`config.mk`:
```
export PLATFORM = sky130hd
export DESIGN_NAME = no_lut_k
export DESIGN_NICKNAME = d
export VERILOG_FILES = /design/src/rtl/no_lut_k.sv
export SDC_FILE = /design/constraint.sdc
export NUM_CORES = 1
export LEC_CHECK = 0
export BUFFER_PORTS_ARGS = -buffer_cell sky130_fd_sc_hd__buf_2
export CORE_MARGIN = 2
export CORE_UTILIZATION = 43
export DETAILED_ROUTE_END_ITERATION = 16
export PLACE_DENSITY = 0.74
export RECOVER_POWER = 25
export SYNTH_ARGS = -nofsm -noshare
export SYNTH_HDL_FRONTEND = slang
export SYNTH_SLANG_ARGS = --single-unit
```
`constraint.sdc`:
```
create_clock -name clk -period 1.6 [get_ports clk]
set_input_delay 0.32 -clock clk [delete_from_list [all_inputs] [get_ports clk]]
set_output_delay 0.32 -clock clk [all_outputs]
set_load 0.1 [all_outputs]
```
`src/rtl/no_lut_k.sv`:
```
`default_nettype none
// ============================================================================
// Module   : no_lut_k
// Function : K-input Boolean-network node with slow (s0) and fast (s1)
//            trajectories, step counter and s0==s1 match flag.
//            Define NO_LUT_CFG_EN to allow runtime truth-table loading.
// Revision : 1.0 - initial release
// ============================================================================
module no_lut_k #(
    parameter int                  K           = 2,
    parameter logic [(2**K)-1:0]   TRUTH_TABLE = '0,
    parameter int                  CNT_W       = 16
) (
    input  logic                 clk,
    input  logic                 rst,
    input  logic                 reset_nos,
    input  logic                 init_state,
    input  logic                 start_s0,
    input  logic                 start_s1,
    input  logic [K-1:0]         nb_s0,
    input  logic [K-1:0]         nb_s1,
    input  logic                 cfg_we,
    input  logic [(2**K)-1:0]    cfg_lut,
    output logic                 s0,
    output logic                 s1,
    output logic                 match,
    output logic [CNT_W-1:0]     step_cnt,
    output logic                 step_sat
);

    localparam int c_LUT_W = 2**K;

    logic [c_LUT_W-1:0] w_lut;
    logic               r_s0;
    logic               r_s1;
    logic               r_pass;
    logic [CNT_W-1:0]   r_cnt;
    logic               w_sat;

`ifdef NO_LUT_CFG_EN
    logic [c_LUT_W-1:0] r_lut;

    // Starts in the load cycle still index the pre-edge table.
    always_ff @(posedge clk) begin
        if (rst) begin
            r_lut <= TRUTH_TABLE;
        end else if (cfg_we) begin
            r_lut <= cfg_lut;
        end
    end

    assign w_lut = r_lut;
`else
    logic w_unused_cfg;

    assign w_unused_cfg = ^{cfg_we, cfg_lut};
    assign w_lut        = TRUTH_TABLE;
`endif

    assign w_sat = &r_cnt;

    always_ff @(posedge clk) begin
        if (rst) begin
            r_s0   <= 1'b0;
            r_s1   <= 1'b0;
            r_pass <= 1'b0;
            r_cnt  <= '0;
        end else if (reset_nos) begin
            r_s0   <= init_state;
            r_s1   <= init_state;
            r_pass <= 1'b1;
            r_cnt  <= '0;
        end else begin
            // Slow trajectory advances on every second strobe, gated by r_pass.
            if (start_s0) begin
                if (r_pass) begin
                    r_s0 <= w_lut[nb_s0];
                end
                r_pass <= ~r_pass;
            end
            if (start_s1) begin
                r_s1 <= w_lut[nb_s1];
                if (!w_sat) begin
                    r_cnt <= r_cnt + CNT_W'(1);
                end
            end
        end
    end

    assign s0       = r_s0;
    assign s1       = r_s1;
    assign match    = (r_s0 == r_s1);
    assign step_cnt = r_cnt;
    assign step_sat = w_sat;

endmodule
`default_nettype wire
```
==> results of run 1 <==
## per-stage QoR
stage,cells,setup TNS (ps)
6_report,206,-1080
4_1_cts,198,-406
3_5_place_dp,190,-91.0
3_3_place_gp,190,-48.5
2_1_floorplan,116,-2770
5_1_grt,206,-1710
## logic make-up after synthesis
logic type	share of synthesized area
xor gates and xnor gates	0.0186
DFF	0.403
adders and majority gates	0.0133
AOI/OAI and AO/OA	0.186
muxes	0.0212
and+or+nand+nor	0.328
buffers and inverters	0.0305
## critical path, stage by stage, from the launching register on
cell and delay, ps:
dfxtp_4 390, ha_4 140, nand4_1 110, or4_4 470
clkinvlp_4 120, buf_12 170
## power by group through the flow
stage	Sequential [mW]	Combinational [mW]	Clock [mW]
after floorplan	0.504	0.0475	0
after global placement	0.472	0.104	0
after detailed placement	0.473	0.106	0
after CTS	0.461	0.116	0.253
after global routing	0.463	0.125	0.275
final	0.462	0.118	0.257
## per-layer routing
layer,track usage,up-vias,part of all wire
met5,0,-,0
met4,0.140,0,0.021
met3,0.0380,11,0.076
met2,0.412,87,0.51
met1,0.284,562,0.39
li1,-,574,-
## worst max-delay path by stage
stage	from	end	slack (ps)	cells after the start
global route	step_cnt[0]	step_sat	-470	5
CTS	step_cnt[15]	step_sat	-360	4
detailed placement	step_cnt[9]	step_sat	-60	4
global placement	step_cnt[9]	step_sat	-50	4
floorplan	step_cnt[10]	step_cnt[3]	-510	5
finish	step_cnt[0]	step_sat	-420	5
## placed cells by master (no fill, tap or decap), drive strengths merged, types with 2 or more instances in the layout
cell    synthesis  layout
inv             3       2
nor4            2       2
nor3            6       6
o31a            2       2
dfxtp          19      19
a21oi          12      12
or3             5       5
nor2           10      10
mux2i           2       2
or2             3       3
o21ai           3       3
buf             2      63
or4             4       4
a211oi          2       2
clkbuf          2       4
nand4           6       6
o31ai           3       3
nand3           5       5
nand2          14      14
## state kept, by name (all words and copies together), names as in the netlist
name,count
s0,1
step_cnt,16
r_pass,1
s1,1
## area by class of cell
type	instances	area, µm²
clock buffers	4	26.3
fillers	117	350
inverters	3	15.0
multi-input cells	90	694
flip-flops and latches	19	443
well taps	27	33.8
repair buffers	63	459
## repair_timing
item                                    4_1_cts  5_1_grt
resized for setup                             9       27
hold endpoints to repair                      0        0
endpoints found under the setup margin        5       12
pin swaps                                     7       14
setup buffers                                 4       12
==> flow_metrics.env, run 1 <==
export IMPL_grt_pass1_vias=1098
export IMPL_power_density_nw_per_um2=500
export IMPL_setup_viol=11
export IMPL_rr_endpoint="step_cnt[10]"
export IMPL_dp_slack_ps=-55.1
export IMPL_portBuffers=25
export IMPL_dpl_hpwl_mm=1.93
export IMPL_peakVddDrop_mv=0.522
export IMPL_cp_arrival_ps=1700
export IMPL_violations="setup timing"
export IMPL_drive_above_1_share=0.620
export IMPL_yosys_top_cells_area="dfxtp_1 (40%), a21oi_1 (6.4%), nand2_1 (5.6%)"
export IMPL_yosysTopAreaCell="dfxtp_1"
export IMPL_crit_required_ps=1280
export IMPL_r2r_cells=9
export IMPL_cts_hold_buf=0
export IMPL_power_frac_seq=0.552
export IMPL_slew_headroom=0.673
export IMPL_hp_class="in2reg"
export IMPL_p_leak_nw=0.677
export IMPL_areaGrowthSynthToFinish_pct=77.2
export IMPL_seq_area_frac_synth=0.403
export IMPL_ys_flop_type="dfxtp_1"
export IMPL_gp_congestion=0.817
export IMPL_final_antenna_net_count=0
export IMPL_p_comb_frac=0.141
export IMPL_clock_latency_ps=320
export IMPL_dr_total_vias=1234
export IMPL_finalCritPeriodShare=1.26
export IMPL_ios=35
export IMPL_p_clk_frac=0.307
export IMPL_netlist_instances=116
export IMPL_clk_path_buf_depth=2
export IMPL_wirelength_mm=3.44
export IMPL_cts_root_buf="clkbuf_4"
export IMPL_post_drt_wl_per_cell_um=16.7
export IMPL_grt_max_degree=14
export IMPL_cp_max_fo=2
export IMPL_grt_first_pass_wirelength_mm=4.69
export IMPL_syn_num_nets=132
export IMPL_hold_viol_final=0
export IMPL_cts_made_buffers=3
export IMPL_fin_ws_ps=-423
export IMPL_rrSetupSlack_ps=-130
export IMPL_first_iter_violations=39
export IMPL_ys_async_sr_fraction=0
export IMPL_whs_path_depth=2
export IMPL_cts_htree_levels=1
export IMPL_dieArea_um2=2580
export IMPL_end_kind="output pin"
export IMPL_min_delay_start="rst"
export IMPL_timing_clock_skew_ps=5.74
export IMPL_synth_most_common_cell="dfxtp_1"
export IMPL_p_int_mw=0.587
export IMPL_die_h_um=50.8
export IMPL_die_w_um=50.8
export IMPL_antenna_found_initial=0
export IMPL_timing_hold_ws_ps=201
export IMPL_synth_common_cells="dfxtp_1 (19), nand2_1 (14), a21oi_1 (12), nor2_1 (10)"
export IMPL_finish_instance_area_um2=1670
export IMPL_r2r_start="step_cnt[0]"
export IMPL_ys_warn_count=0
export IMPL_yosysTopAreaCellShare=0.403
export IMPL_clk_pin_slew_ps=110
export IMPL_tightest_slew_ps=494
export IMPL_slew_viol_final=0
export IMPL_synth_edf_count=0
export IMPL_post_route_util=0.827
export IMPL_core_area_um2=2020
export IMPL_firstDrtPassIters=4
export IMPL_overflow=0
export IMPL_viasPerCell=5.99
export IMPL_synth_seq_cells=19
export IMPL_netSwitchingFraction=0.298
export IMPL_grt_usage=0.240
export IMPL_finalPower_mw=0.837
export IMPL_drc=0
export IMPL_fin_crit_ps=2020
export IMPL_tritoncts="yes"
export IMPL_cts_sinks=19
export IMPL_status="finished, violations left"
export IMPL_startpoint_type="flop"
export IMPL_synth_avg_cell_area_um2=8.13
export IMPL_max_cap_violations=0
export IMPL_start_util=0.467
export IMPL_hold_end="s1"
export IMPL_antenna_cells=0
export IMPL_p_sw_mw=0.249
export IMPL_fmax_ghz=0.494
export IMPL_rsz0062_at_grt="yes"
export IMPL_crit_type="reg2out"
export IMPL_yosysUniqueCellTypes=32
export IMPL_netlist_area_um2=943
export IMPL_place_area_um2=1400
export IMPL_nets=196
export IMPL_fp_row_count=16
Power figures use the tool's default switching activity.
==> run 2: changes to the inputs <==
--- a/config.mk
+++ b/config.mk
@@ -11,6 +11,7 @@
 export DETAILED_ROUTE_END_ITERATION = 16
 export PLACE_DENSITY = 0.74
 export RECOVER_POWER = 25
+export SETUP_SLACK_MARGIN = 0.1
 export SYNTH_ARGS = -nofsm -noshare
 export SYNTH_HDL_FRONTEND = slang
 export SYNTH_SLANG_ARGS = --single-unit
==> run 2 against run 1 <==
Net effect:
- the flow still finishes with violations (setup timing)
- cell count unchanged
- cell area up 4.3%
- largest cell class unchanged
- critical path type unchanged
- register-to-register slack worse by 50 ps
==> flow_metrics.env, run 2 (same netlist as run 1, synthesis figures left out) <==
export IMPL_status="finished, violations left"
export IMPL_violations="setup timing"
export IMPL_r2r_cells=6
export IMPL_setup_viol=9
export IMPL_slew_viol_final=0
export IMPL_clock_latency_ps=310
export IMPL_crit_type="reg2out"
export IMPL_peakVddDrop_mv=0.603
export IMPL_dpl_hpwl_mm=2.03
export IMPL_ios=35
export IMPL_final_antenna_net_count=0
export IMPL_firstDrtPassIters=5
export IMPL_crit_required_ps=1280
export IMPL_fmax_ghz=0.500
export IMPL_start_util=0.467
export IMPL_die_w_um=50.8
export IMPL_fin_ws_ps=-401
export IMPL_cts_sinks=19
export IMPL_largest_register_ffs=16
export IMPL_antenna_found_initial=0
export IMPL_fillers=105
export IMPL_viasPerCell=5.78
export IMPL_die_h_um=50.8
export IMPL_timing_hold_ws_ps=223
export IMPL_clk_pin_slew_ps=120
export IMPL_tritoncts="yes"
export IMPL_tightest_slew_ps=490
export IMPL_finalCritPeriodShare=1.25
export IMPL_cp_max_fo=3
export IMPL_dp_cells=188
export IMPL_globalRouteMet2Util=0.443
export IMPL_fin_setup_tns_ps=-892
export IMPL_place_area_um2=1390
export IMPL_startpoint_type="flop"
export IMPL_gp_congestion=0.811
export IMPL_timing_clock_skew_ps=7.04
export IMPL_layout_commonest_cell="buf_4"
export IMPL_power_density_nw_per_um2=488
export IMPL_areaGrowthSynthToFinish_pct=84.9
export IMPL_r2r_start="step_cnt[12]"
export IMPL_grt_use_met1=0.281
export IMPL_hold_end="s1"
export IMPL_p_leak_nw=0.661
export IMPL_hold_viol_final=0
export IMPL_cts_made_buffers=3
export IMPL_finish_instance_area_um2=1740
export IMPL_core_area_um2=2020
export IMPL_drive_above_1_share=0.676
export IMPL_clk_path_buf_depth=2
export IMPL_grt_max_degree=14
export IMPL_slew_headroom=0.676
export IMPL_busiest_layer="met2"
export IMPL_drc=0
export IMPL_grt_pass1_vias=1137
export IMPL_grt_first_pass_wirelength_mm=4.91
export IMPL_end_kind="output pin"
export IMPL_cp_arrival_ps=1680
export IMPL_rr_endpoint="step_cnt[13]"
export IMPL_cts_htree_levels=1
export IMPL_fin_crit_ps=2000
export IMPL_grtUsageMet3=0.0526
export IMPL_whs_path_depth=2
export IMPL_min_delay_start="rst"
export IMPL_fin_cells=206
export IMPL_nets=196
export IMPL_hp_class="in2reg"
export IMPL_fp_row_count=16
export IMPL_portBuffers=25
export IMPL_rrSetupSlack_ps=-180
export IMPL_rsz0062_at_grt="yes"
export IMPL_grt_usage=0.248
export IMPL_dr_total_vias=1190
export IMPL_first_iter_violations=47
export IMPL_dp_slack_ps=-85.3
export IMPL_max_cap_violations=0
export IMPL_wirelength_mm=3.45
export IMPL_antenna_cells=0
export IMPL_post_drt_wl_per_cell_um=16.7
export IMPL_dieArea_um2=2580
export IMPL_cts_hold_buf=0
export IMPL_final_cell_mix="buf_4 (40), dfxtp_4 (16), nand2_1 (14), buf_2 (10), nor2_1 (9)"
export IMPL_overflow=0
export IMPL_cts_root_buf="clkbuf_4"
run 2: cell types whose count changed in the layout (fill, tap and decap cells not counted), moves of 2 or more:
| cell | previous run | this run |
|---|---|---|
| a21oi_1 | 9 | 7 |
| buf_4 | 34 | 40 |
| a21oi_2 | 3 | 5 |
| o21ai_0 | 3 | 1 |
| o21ai_2 | 0 | 2 |
| clkbuf_4 | 3 | 5 |
| nor3_2 | 0 | 2 |
| buf_2 | 21 | 10 |
run 2: worst max path at each step:
stage,start,end
2_1_floorplan,step_cnt[10],step_cnt[3]
3_3_place_gp,step_cnt[9],step_sat
3_5_place_dp,step_cnt[9],step_sat
4_1_cts,step_cnt[15],step_sat
5_1_grt,step_cnt[0],step_sat
6_report,step_cnt[0],step_sat
run 2: layout make-up:
class / instances / area, µm² / area share
sequential: 19 / 443 / 0.254
timing repair buffer: 63 / 510 / 0.293
inverter: 3 / 15.0 / 0.00861
clock buffer: 3 / 22.5 / 0.0129
multi-input combinational: 90 / 714 / 0.410
tap: 27 / 33.8 / 0.0194
clock inverter: 1 / 5.00 / 0.00287
run 2: stage by stage:
stage                     total power, mW   util
after floorplan                     0.551      -
after global placement              0.576  0.686
after detailed placement            0.579  0.686
after CTS                           0.836  0.765
after global routing                0.873  0.863
final                               0.850  0.863
run 2: power by group:
part,leakage [nW],internal [mW],switching [mW]
Clock,0.0177,0.0932,0.164
Sequential,0.167,0.454,0.00737
Combinational,0.476,0.0442,0.0875
Total,0.661,0.591,0.259
run 2: worst max-delay path, stage by stage, from the launching register on:
cell,delay (ps)
dfxtp_4,380
ha_4,130
nand4_1,110
or4_4,460
clkinvlp_4,110
buf_12,170
run 2: what timing repair did:
action | in CTS | in global routing
setup endpoints to repair | 21 | 21
gates resized for setup | 23 | 36
pin swaps | 11 | 17
setup buffers | 8 | 10
gates cloned | 0 | 0
run 2: routing by layer:
layer / vias up / wire length (µm)
li1: 564 / -
met1: 573 / 1450
met2: 47 / 1740
met3: 6 / 190
met4: 0 / 64
met5: - / 0
==> run 3: changes to the inputs <==
--- a/config.mk
+++ b/config.mk
@@ -5,7 +5,7 @@
 export SDC_FILE = /design/constraint.sdc
 export NUM_CORES = 1
 export LEC_CHECK = 0
-export BUFFER_PORTS_ARGS = -buffer_cell sky130_fd_sc_hd__buf_2
+export BUFFER_PORTS_ARGS = -buffer_cell sky130_fd_sc_hd__buf_4
 export CORE_MARGIN = 2
 export CORE_UTILIZATION = 43
 export DETAILED_ROUTE_END_ITERATION = 16
==> run 3 against run 2 <==
Net effect:
- the run still ends with setup timing left
- first-iteration DRC count increased by 87%
- cell count increased by 1.9%
- cell area increased by 2.2%
- clock skew about the same
- largest cell class unchanged
==> flow_metrics.env, run 3 (same netlist as run 1, synthesis figures left out) <==
export IMPL_r2r_start="step_cnt[1]"
export IMPL_peakVddDrop_mv=0.472
export IMPL_max_cap_violations=0
export IMPL_viasPerCell=6.20
export IMPL_crit_type="reg2out"
export IMPL_end_kind="output pin"
export IMPL_timing_clock_skew_ps=7.44
export IMPL_netSwitchingFraction=0.312
export IMPL_cts_htree_levels=1
export IMPL_p_sw_mw=0.268
export IMPL_dpl_hpwl_mm=1.95
export IMPL_r2r_cells=10
export IMPL_nets=200
export IMPL_antenna_cells=0
export IMPL_hold_viol_final=0
export IMPL_cp_arrival_ps=1730
export IMPL_rsz0062_at_grt="yes"
export IMPL_final_cell_mix="buf_4 (50), dfxtp_4 (16), nand2_1 (14), a21oi_1 (11), buf_6 (10)"
export IMPL_power_density_nw_per_um2=481
export IMPL_cts_hold_buf=0
export IMPL_cts_sinks=19
export IMPL_fp_row_count=16
export IMPL_clk_pin_slew_ps=130
export IMPL_dr_total_vias=1303
export IMPL_final_antenna_net_count=0
export IMPL_dieArea_um2=2580
export IMPL_violations="setup timing"
export IMPL_tightest_slew_ps=537
export IMPL_grt_max_degree=14
export IMPL_die_h_um=50.8
export IMPL_start_util=0.467
export IMPL_p_clk_frac=0.313
export IMPL_p_leak_nw=0.669
export IMPL_setup_viol=12
export IMPL_portBuffers=25
export IMPL_clk_path_buf_depth=2
export IMPL_largest_register_ffs=16
export IMPL_fin_crit_ps=2050
export IMPL_ios=35
export IMPL_rrSetupSlack_ps=-400
export IMPL_post_route_util=0.882
export IMPL_tritoncts="yes"
export IMPL_layout_commonest_cell="buf_4"
export IMPL_firstDrtPassIters=4
export IMPL_wirelength_mm=3.80
export IMPL_die_w_um=50.8
export IMPL_drive_above_1_share=0.628
export IMPL_startpoint_type="flop"
export IMPL_fmax_ghz=0.488
export IMPL_crit_required_ps=1280
export IMPL_cts_made_buffers=3
export IMPL_grt_first_pass_wirelength_mm=5.42
export IMPL_cp_max_fo=2
export IMPL_power_frac_seq=0.537
export IMPL_fin_setup_tns_ps=-2100
export IMPL_clock_latency_ps=310
export IMPL_slew_viol_final=0
export IMPL_drc=0
export IMPL_status="finished, violations left"
export IMPL_finalCritPeriodShare=1.28
export IMPL_worstSetupStartpoint="step_cnt[1]"
export IMPL_grt_pass1_vias=1173
export IMPL_first_iter_violations=88
export IMPL_overflow=0
export IMPL_cts_root_buf="clkbuf_4"
export IMPL_core_area_um2=2020
export IMPL_gp_congestion=0.808
export IMPL_post_drt_wl_per_cell_um=18.1
export IMPL_areaGrowthSynthToFinish_pct=89.0
export IMPL_whs_path_depth=2
export IMPL_rr_endpoint="step_cnt[2]"
export IMPL_hp_class="in2reg"
export IMPL_grt_usage=0.277
export IMPL_slew_headroom=0.644
export IMPL_p_int_mw=0.590
export IMPL_min_delay_start="rst"
export IMPL_timing_hold_ws_ps=185
export IMPL_antenna_found_initial=0
export IMPL_fin_ws_ps=-449
export IMPL_p_comb_frac=0.151
export IMPL_hold_end="s1"
[run 3: cell count changes in the layout (fill, tap and decap cells not counted), sizes merged]
cell / previous run / this run
buf: 61 / 64
clkbuf: 5 / 6
[run 3: cell type report]
| type | count | area (µm²) |
|---|---|---|
| fill | 92 | 239 |
| inverter | 3 | 15.0 |
| timing repair buffer | 67 | 573 |
| multi-input combinational | 90 | 693 |
| sequential | 19 | 440 |
| clock inverter | 1 | 5.00 |
| clock buffer | 3 | 22.5 |
| tap | 27 | 33.8 |
[run 3: worst max-delay path by stage]
stage                     slack, ps  depth (start not counted)           to
final                          -450                          5     step_sat
after floorplan                -510                          5  step_cnt[3]
after global placement         -130                          4     step_sat
after global routing           -480                          5     step_sat
after detailed placement       -140                          4     step_sat
after CTS                      -370                          4     step_sat
[run 3: worst max-delay path: stages, from the launching register on]
cell and delay (ps):
dfxtp_4 390, ha_4 130, nand4_1 140, or4_4 470, clkinvlp_4 110, buf_12 170
[run 3: metal layers]
| metal | GRT usage | share of wire |
|---|---|---|
| met5 | 0 | 0 |
| met1 | 0.322 | 0.37 |
| met2 | 0.478 | 0.50 |
| met3 | 0.0643 | 0.078 |
| met4 | 0.135 | 0.047 |
[run 3: repair_timing]
action | CTS | global route
cloned | 0 | 0
gates resized for setup | 21 | 21
setup endpoints to repair | 10 | 15
setup buffers | 8 | 8
pin swaps | 13 | 17
[run 3: power by group through the flow]
stage / sequential, mW / combinational (mW) / clock, mW
2_1_floorplan: 0.504 / 0.0475 / 0
3_3_place_gp: 0.472 / 0.113 / 0
3_5_place_dp: 0.472 / 0.116 / 0
4_1_cts: 0.461 / 0.121 / 0.250
5_1_grt: 0.462 / 0.136 / 0.277
6_report: 0.461 / 0.129 / 0.269
[run 3: metrics by stage]
| step | setup WS, ps | instance area (µm²) | power, mW | std cells |
|---|---|---|---|---|
| after global placement | -135 | 1470 | 0.584 | 193 |
| after CTS | -367 | 1660 | 0.832 | 205 |
| after floorplan | -513 | 1060 | 0.551 | 116 |
| after detailed placement | -137 | 1470 | 0.588 | 193 |
| after global routing | -477 | 1780 | 0.875 | 210 |
| final | -449 | 1780 | 0.858 | 210 |
